## src/rtl/gs_digit_entry_pkg.sv

```systemverilog
// Shared definitions for the Options-menu digit entry path: state encoding,
// per-field legal ranges and the digit lengths shared with the decimalizer.
package gs_digit_entry_pkg;

  typedef enum logic [1:0] {
    GSE_IDLE    = 2'd0,
    GSE_ENTRY   = 2'd1,
    GSE_CONVERT = 2'd2,
    GSE_DONE    = 2'd3
  } gs_entry_state_e;

  // Digit lengths must track the decimalizer so the edit field and readback agree.
  localparam int GS_DECIM_options_PIX_W_LEN   = 2;
  localparam int GS_DECIM_options_PIX_H_LEN   = 2;
  localparam int GS_DECIM_options_PALETTE_LEN = 1;

  localparam int GS_PIX_W_MIN = 1;
  localparam int GS_PIX_W_MAX = 63;
  localparam int GS_PIX_H_MIN = 1;
  localparam int GS_PIX_H_MAX = 63;

  localparam int GS_PALETTES_COUNT = 8;
  localparam int GS_PALETTE_MIN    = 0;
  localparam int GS_PALETTE_MAX    = GS_PALETTES_COUNT - 1;

  // Accumulator width able to hold any n-digit decimal number (10^n < 16^n).
  function automatic int gs_bcd_acc_width(input int n_digits);
    return 4 * n_digits;
  endfunction

endpackage

```

## src/rtl/gs_digit_entry_if.sv

```systemverilog
// Keypad-side control and edit-field/result bus for gs_digit_entry.
interface gs_digit_entry_if #(
    parameter int MAX_DIGITS = 2,
    parameter int VAL_W      = 6
);
    localparam int CNT_W = $clog2(MAX_DIGITS + 1);

    logic                             start;
    logic                             digit_valid;
    logic [3:0]                       digit;
    logic                             backspace;
    logic                             commit;
    logic                             cancel;
    logic [MAX_DIGITS-1:0][3:0]       digits_buf;
    logic [CNT_W-1:0]                 digit_count;
    logic                             entry_active;
    logic                             busy;
    logic [VAL_W-1:0]                 value;
    logic                             value_valid;
    logic                             value_clamped;

    modport master (
        output start, digit_valid, digit, backspace, commit, cancel,
        input  digits_buf, digit_count, entry_active, busy,
               value, value_valid, value_clamped
    );

    modport slave (
        input  start, digit_valid, digit, backspace, commit, cancel,
        output digits_buf, digit_count, entry_active, busy,
               value, value_valid, value_clamped
    );
endinterface

```

## src/rtl/gs_digit_entry_bcd_mac.sv

```systemverilog
// Combinational decimal multiply-add y = acc*10 + d, built from shifts so no
// multiplier is needed. Caller guarantees the result fits in W bits.
module gs_bcd_mac #(
    parameter int W = 8
) (
    input  logic [W-1:0] acc,
    input  logic [3:0]   d,
    output logic [W-1:0] y
);
    assign y = (acc << 3) + (acc << 1) + W'(d);
endmodule

```

## src/rtl/gs_digit_entry.sv

```systemverilog
// Options-menu decimal entry: buffers typed BCD digits, converts them to binary
// one digit per cycle, clamps to [MIN_VAL, MAX_VAL] and strobes the result.
module gs_digit_entry
    import gs_digit_entry_pkg::*;
#(
    parameter int MAX_DIGITS = GS_DECIM_options_PIX_W_LEN,
    parameter int VAL_W      = 6,
    parameter int MIN_VAL    = GS_PIX_W_MIN,
    parameter int MAX_VAL    = GS_PIX_W_MAX
) (
    input  logic         clk,
    input  logic         rst_n,
    gs_digit_entry_if.slave bus
);
    localparam int CNT_W = $clog2(MAX_DIGITS + 1);
    localparam int ACC_W = gs_bcd_acc_width(MAX_DIGITS);
    localparam int IDX_W = (MAX_DIGITS > 1) ? $clog2(MAX_DIGITS) : 1;

    localparam logic [1:0] S_IDLE    = 2'(GSE_IDLE);
    localparam logic [1:0] S_ENTRY   = 2'(GSE_ENTRY);
    localparam logic [1:0] S_CONVERT = 2'(GSE_CONVERT);
    localparam logic [1:0] S_DONE    = 2'(GSE_DONE);

    logic [1:0]                 state;
    logic [MAX_DIGITS-1:0][3:0] buf_q;
    logic [CNT_W-1:0]           cnt;
    logic [ACC_W-1:0]           acc;
    logic [IDX_W-1:0]           idx;
    logic [VAL_W-1:0]           value_q;
    logic                       clamped_q;

    logic [MAX_DIGITS-1:0][3:0] push_buf;
    logic [MAX_DIGITS-1:0][3:0] pop_buf;
    logic [ACC_W-1:0]           mac_y;
    logic [VAL_W-1:0]           clamp_val;
    logic                       clamp_hit;

    gs_bcd_mac #(.W(ACC_W)) u_mac (
        .acc (acc),
        .d   (buf_q[idx]),
        .y   (mac_y)
    );

    // Index 0 is the most recently typed digit; pushes shift older digits up.
    always_comb begin
        push_buf    = '0;
        pop_buf     = '0;
        push_buf[0] = bus.digit;
        for (int i = 1; i < MAX_DIGITS; i++) push_buf[i] = buf_q[i-1];
        for (int i = 0; i < MAX_DIGITS - 1; i++) pop_buf[i] = buf_q[i+1];
    end

    always_comb begin
        clamp_val = mac_y[VAL_W-1:0];
        clamp_hit = 1'b0;
        if (mac_y < ACC_W'(MIN_VAL)) begin
            clamp_val = VAL_W'(MIN_VAL);
            clamp_hit = 1'b1;
        end else if (mac_y > ACC_W'(MAX_VAL)) begin
            clamp_val = VAL_W'(MAX_VAL);
            clamp_hit = 1'b1;
        end
    end

    always_ff @(posedge clk or negedge rst_n) begin
        if (!rst_n) begin
            state     <= S_IDLE;
            buf_q     <= '0;
            cnt       <= '0;
            acc       <= '0;
            idx       <= '0;
            value_q   <= VAL_W'(MIN_VAL);
            clamped_q <= 1'b0;
        end else begin
            case (state)
                S_IDLE: begin
                    if (bus.start) begin
                        buf_q <= '0;
                        cnt   <= '0;
                        state <= S_ENTRY;
                    end
                end
                S_ENTRY: begin
                    if (bus.cancel) begin
                        state <= S_IDLE;
                    end else if (bus.start) begin
                        buf_q <= '0;
                        cnt   <= '0;
                    end else if (bus.commit) begin
                        if (cnt == '0) begin
                            state <= S_IDLE;
                        end else begin
                            acc   <= '0;
                            idx   <= IDX_W'(cnt - CNT_W'(1));
                            state <= S_CONVERT;
                        end
                    end else if (bus.backspace) begin
                        if (cnt != '0) begin
                            buf_q <= pop_buf;
                            cnt   <= cnt - CNT_W'(1);
                        end
                    end else if (bus.digit_valid && bus.digit <= 4'd9 &&
                                 cnt < CNT_W'(MAX_DIGITS)) begin
                        buf_q <= push_buf;
                        cnt   <= cnt + CNT_W'(1);
                    end
                end
                S_CONVERT: begin
                    if (bus.cancel) begin
                        state <= S_IDLE;
                    end else begin
                        acc <= mac_y;
                        // Result registers load on the last MAC step so they are
                        // already valid during the single DONE strobe cycle.
                        if (idx == '0) begin
                            value_q   <= clamp_val;
                            clamped_q <= clamp_hit;
                            state     <= S_DONE;
                        end else begin
                            idx <= idx - IDX_W'(1);
                        end
                    end
                end
                default: state <= S_IDLE;
            endcase
        end
    end

    assign bus.digits_buf    = buf_q;
    assign bus.digit_count   = cnt;
    assign bus.entry_active  = (state == S_ENTRY);
    assign bus.busy          = (state == S_CONVERT) || (state == S_DONE);
    assign bus.value         = value_q;
    assign bus.value_valid   = (state == S_DONE);
    assign bus.value_clamped = clamped_q;
endmodule

```

## src/flat_wrapper.sv

```systemverilog
// flat-port wrapper written by rule: the top's interface ports become plain ports
module gs_digit_entry_flat import gs_digit_entry_pkg::*;
#(
    parameter int MAX_DIGITS = GS_DECIM_options_PIX_W_LEN,
    parameter int VAL_W      = 6,
    parameter int MIN_VAL    = GS_PIX_W_MIN,
    parameter int MAX_VAL    = GS_PIX_W_MAX
)
  (clk, rst_n, bus_start, bus_digit_valid, bus_digit, bus_backspace, bus_commit, bus_cancel, bus_digits_buf, bus_digit_count, bus_entry_active, bus_busy, bus_value, bus_value_valid, bus_value_clamped);
  gs_digit_entry_if #(.MAX_DIGITS(MAX_DIGITS), .VAL_W(VAL_W)) bus_i ();
  input  logic clk;
  input  logic rst_n;
  input wire logic [$bits(bus_i.start)-1:0] bus_start;
  input wire logic [$bits(bus_i.digit_valid)-1:0] bus_digit_valid;
  input wire logic [$bits(bus_i.digit)-1:0] bus_digit;
  input wire logic [$bits(bus_i.backspace)-1:0] bus_backspace;
  input wire logic [$bits(bus_i.commit)-1:0] bus_commit;
  input wire logic [$bits(bus_i.cancel)-1:0] bus_cancel;
  output wire logic [$bits(bus_i.digits_buf)-1:0] bus_digits_buf;
  output wire logic [$bits(bus_i.digit_count)-1:0] bus_digit_count;
  output wire logic [$bits(bus_i.entry_active)-1:0] bus_entry_active;
  output wire logic [$bits(bus_i.busy)-1:0] bus_busy;
  output wire logic [$bits(bus_i.value)-1:0] bus_value;
  output wire logic [$bits(bus_i.value_valid)-1:0] bus_value_valid;
  output wire logic [$bits(bus_i.value_clamped)-1:0] bus_value_clamped;
  assign bus_i.start = bus_start;
  assign bus_i.digit_valid = bus_digit_valid;
  assign bus_i.digit = bus_digit;
  assign bus_i.backspace = bus_backspace;
  assign bus_i.commit = bus_commit;
  assign bus_i.cancel = bus_cancel;
  assign bus_digits_buf = bus_i.digits_buf;
  assign bus_digit_count = bus_i.digit_count;
  assign bus_entry_active = bus_i.entry_active;
  assign bus_busy = bus_i.busy;
  assign bus_value = bus_i.value;
  assign bus_value_valid = bus_i.value_valid;
  assign bus_value_clamped = bus_i.value_clamped;
  gs_digit_entry #(.MAX_DIGITS(MAX_DIGITS), .VAL_W(VAL_W), .MIN_VAL(MIN_VAL), .MAX_VAL(MAX_VAL)) u_core (.clk(clk), .rst_n(rst_n), .bus(bus_i));
endmodule
```

## config.mk

```make
export PLATFORM = sky130hd
export DESIGN_NAME = gs_digit_entry_flat
export DESIGN_NICKNAME = d
export VERILOG_FILES = /design/src/rtl/gs_digit_entry_pkg.sv /design/src/rtl/gs_digit_entry_if.sv /design/src/rtl/gs_digit_entry_bcd_mac.sv /design/src/rtl/gs_digit_entry.sv /design/src/flat_wrapper.sv
export SDC_FILE = /design/constraint.sdc
export NUM_CORES = 1
export LEC_CHECK = 0
export BUFFER_PORTS_ARGS = -buffer_cell sky130_fd_sc_hd__buf_4
export CORE_MARGIN = 5
export CORE_UTILIZATION = 57
export CTS_BUF_LIST = sky130_fd_sc_hd__clkbuf_8
export CTS_CLUSTER_SIZE = 12
export DETAILED_ROUTE_END_ITERATION = 6
export PLACE_DENSITY = 0.78
export SLEW_MARGIN = 30
export SYNTH_ARGS = -nofsm -noshare
export SYNTH_HDL_FRONTEND = slang
export SYNTH_HIERARCHICAL = 1
export SYNTH_SLANG_ARGS = --single-unit
```

## constraint.sdc

```tcl
create_clock -name clk -period 3.7 [get_ports clk]
set_input_delay 0.185 -clock clk [delete_from_list [all_inputs] [get_ports clk]]
set_output_delay 0.185 -clock clk [all_outputs]
set_load 0.005 [all_outputs]
```

==> impl_metrics.py <==
metrics = {
    "finish": {
        "layout-drive-gt1-share_pct": 26.8,
        "diodes": 0,
        "fin_util_pct": 69.9,
        "design_area_sq_um": 1960,
        "syn_to_final_growth_pct": 16.5,
        "nets": 219,
    },
    "place": {
        "postPlaceCellArea_sq_um": 1910,
        "hpwlAfterDp_um": 2640,
        "gp_congestion": 0.921,
        "portBuffers": 30,
    },
    "synthesis": {
        "synth_fp_nets": 192,
        "ys_warn_count": 6,
        "avgSynthCellArea_sq_um": 10.0,
        "synthCells": 168,
        "synth_area_sq_um": 1680,
    },
    "cts": {
        "cts-hold-fix-buffers": 1,
        "cts_tree": "done",
        "htree_levels": 1,
        "postCtsSetupBuffers": 0,
        "cts_buffer_depth": 2,
        "cts_resized": 0,
        "clk_pin_slew_ns": 0.09,
        "root_buffer": "clkbuf_8",
        "clock_sink_count": 27,
        "clk_latency_ns": 0.27,
        "cts_buffers": 3,
    },
    "sta": {
        "finalSetupViolCount": 0,
        "worst_pin_slew_ns": 0.846,
        "rsz0062_at_grt": "false",
        "hold_ws_ns": 0.231,
        "hold_violations": 0,
        "tns_ns": 0,
        "finalClockSkew_ns": 0.00247,
        "maxSlewHeadroom_pct": 43.6,
        "slew_viol_final": 0,
        "fmax_ghz": 0.334,
        "post-route-period-util_pct": 81.0,
        "finalCriticalPeriod_ns": 3.00,
    },
    "worst_setup_path": {
        "critPathTopFamily": "adder cells",
        "cpMostUsedCell": "a21oi_1",
        "worstPathCellList": "mux2_2 > inv_1 > fa_1 > fa_1 > inv_1 > a21o_1 > a21oi_1 > xnor2_1 > or2_2 > a21oi_1 > a21oi_1",
        "worstSetupStartpointType": "flip-flop",
        "max_stage_delay_ns": 0.49,
        "required_ns": 3.86,
        "path_max_fanout": 7,
        "path_class": "reg2reg",
        "cp_slowest_cell": "dfrtp_1",
        "critPathArrivalTime_ns": 3.15,
        "crit_buf_inv": 2,
        "worstSetupEndpointType": "flip-flop",
    },
    "pwr": {
        "cellPowerDensity_nw_per_um2": 416,
        "peakVddDrop_mv": 0.299,
        "leakagePower_nw": 1.04,
    },
    "grt": {
        "grt_max_degree": 28,
        "grt_overflow_total": 0,
        "grt_pass1_wl_um": 5950,
        "antenna_found_initial": 0,
        "grt_pass1_vias": 1303,
        "grt.total_usage_pct": 17.8,
    },
    "floorplanning": {
        "io_pins": 31,
        "start_util_pct": 60.0,
        "core_sq_um": 2810,
        "die_h_um": 64.4,
        "dieArea_sq_um": 4140,
        "std_cell_rows": 19,
        "die_width_um": 64.4,
    },
    "routing": {
        "drt_pass1_iterations": 4,
        "post_drt_via_cell_ratio": 5.55,
        "vias": 1249,
        "drc": 0,
        "drtIter0Drc": 56,
        "wl_um": 3440,
        "drtAntennaViolNets": 0,
        "routedWlPerCell_um": 15.3,
    },
    "flow_run": {
        "maxCapViolCount": 0,
    },
    "status": {
        "status": "finished clean",
    },
    "min_path": {
        "hold_path_class": "in2reg",
    },
}
state kept, by name, summed over array words and instances, names as in the netlist:
name / flops
u_core/bus.value: 6
u_core/bus.digit_count: 2
u_core/bus.digits_buf: 8
u_core/state: 2
u_core/idx: 1
u_core/bus.value_clamped: 1
u_core/acc: 7
final timing paths:
kind                                      startpoint                                    to  slack (ns)  cells after the start
max                           u_core/idx$_DFFE_PN0P_  u_core/bus.value_clamped$_DFFE_PN0P_        0.70                     11
min                                       bus_cancel           u_core/state[0]$_DFFE_PN0P_        0.23                      2
max reg2reg                   u_core/idx$_DFFE_PN0P_  u_core/bus.value_clamped$_DFFE_PN0P_        0.70                     11
min reg2reg                u_core/acc[5]$_DFFE_PN0P_             u_core/acc[5]$_DFFE_PN0P_        0.49                      1
max in group asynchronous                      rst_n       u_core/bus.value[0]$_DFFE_PN1P_        3.04                      2
min in group asynchronous                      rst_n             u_core/acc[6]$_DFFE_PN0P_        0.36                      2
layer usage:
| metal | vias up | global-route usage (%) | part of all wire (%) |
|---|---|---|---|
| met5 | - | 0 | 0 |
| met4 | 0 | 3.69 | 0.49 |
| met3 | 2 | 3.33 | 4.8 |
| met2 | 30 | 30.0 | 50 |
| met1 | 601 | 23.9 | 45 |
| li1 | 616 | - | - |
power by group:
| group | internal, mW | switching, mW |
|---|---|---|
| clock | 0.0753 | 0.0890 |
| combinational | 0.144 | 0.137 |
| sequential | 0.332 | 0.0384 |
| total | 0.551 | 0.265 |
cells in the final DEF, fill, tap and decap left out, types with 2 or more instances in the layout:
cell,n
or3b_1,2
clkbuf_8,3
a21o_1,8
fa_1,2
mux2i_1,10
ha_1,11
nor3b_1,6
xnor2_1,7
nor2b_1,2
nand2_1,6
dfrtp_1,26
buf_4,31
inv_1,18
a21oi_1,9
nor2_1,23
mux2_2,10
o21ai_0,2
o21bai_1,2
worst reg2reg max path: cells and delay by family (launching register included):
| kind | cells | cell delay [ns] |
|---|---|---|
| and+or+nand+nor | 1 | 0.35 |
| buffers and inverters | 2 | 0.15 |
| muxes | 1 | 0.37 |
| DFF | 1 | 0.49 |
| xor gates and xnor gates | 1 | 0.13 |
| adders and majority gates | 2 | 0.93 |
| AOI/OAI and AO/OA | 4 | 0.47 |
through the flow:
stage,power (mW),std cells,setup slack [ns]
2_1_floorplan,0.569,168,0.725
4_1_cts,0.824,225,0.681
3_5_place_dp,0.657,220,0.721
3_3_place_gp,0.648,220,0.838
5_1_grt,0.877,225,0.556
6_report,0.816,225,0.704
final cells by class:
class / instances / area, sq um
multi-input combinational: 113 / 890
timing repair buffer: 32 / 243
fill: 238 / 843
inverter: 18 / 67.6
sequential: 27 / 677
clock buffer: 3 / 41.3
clock inverter: 1 / 5.00
tap: 31 / 38.8
Note: power is estimated with default switching activity, not from simulation.
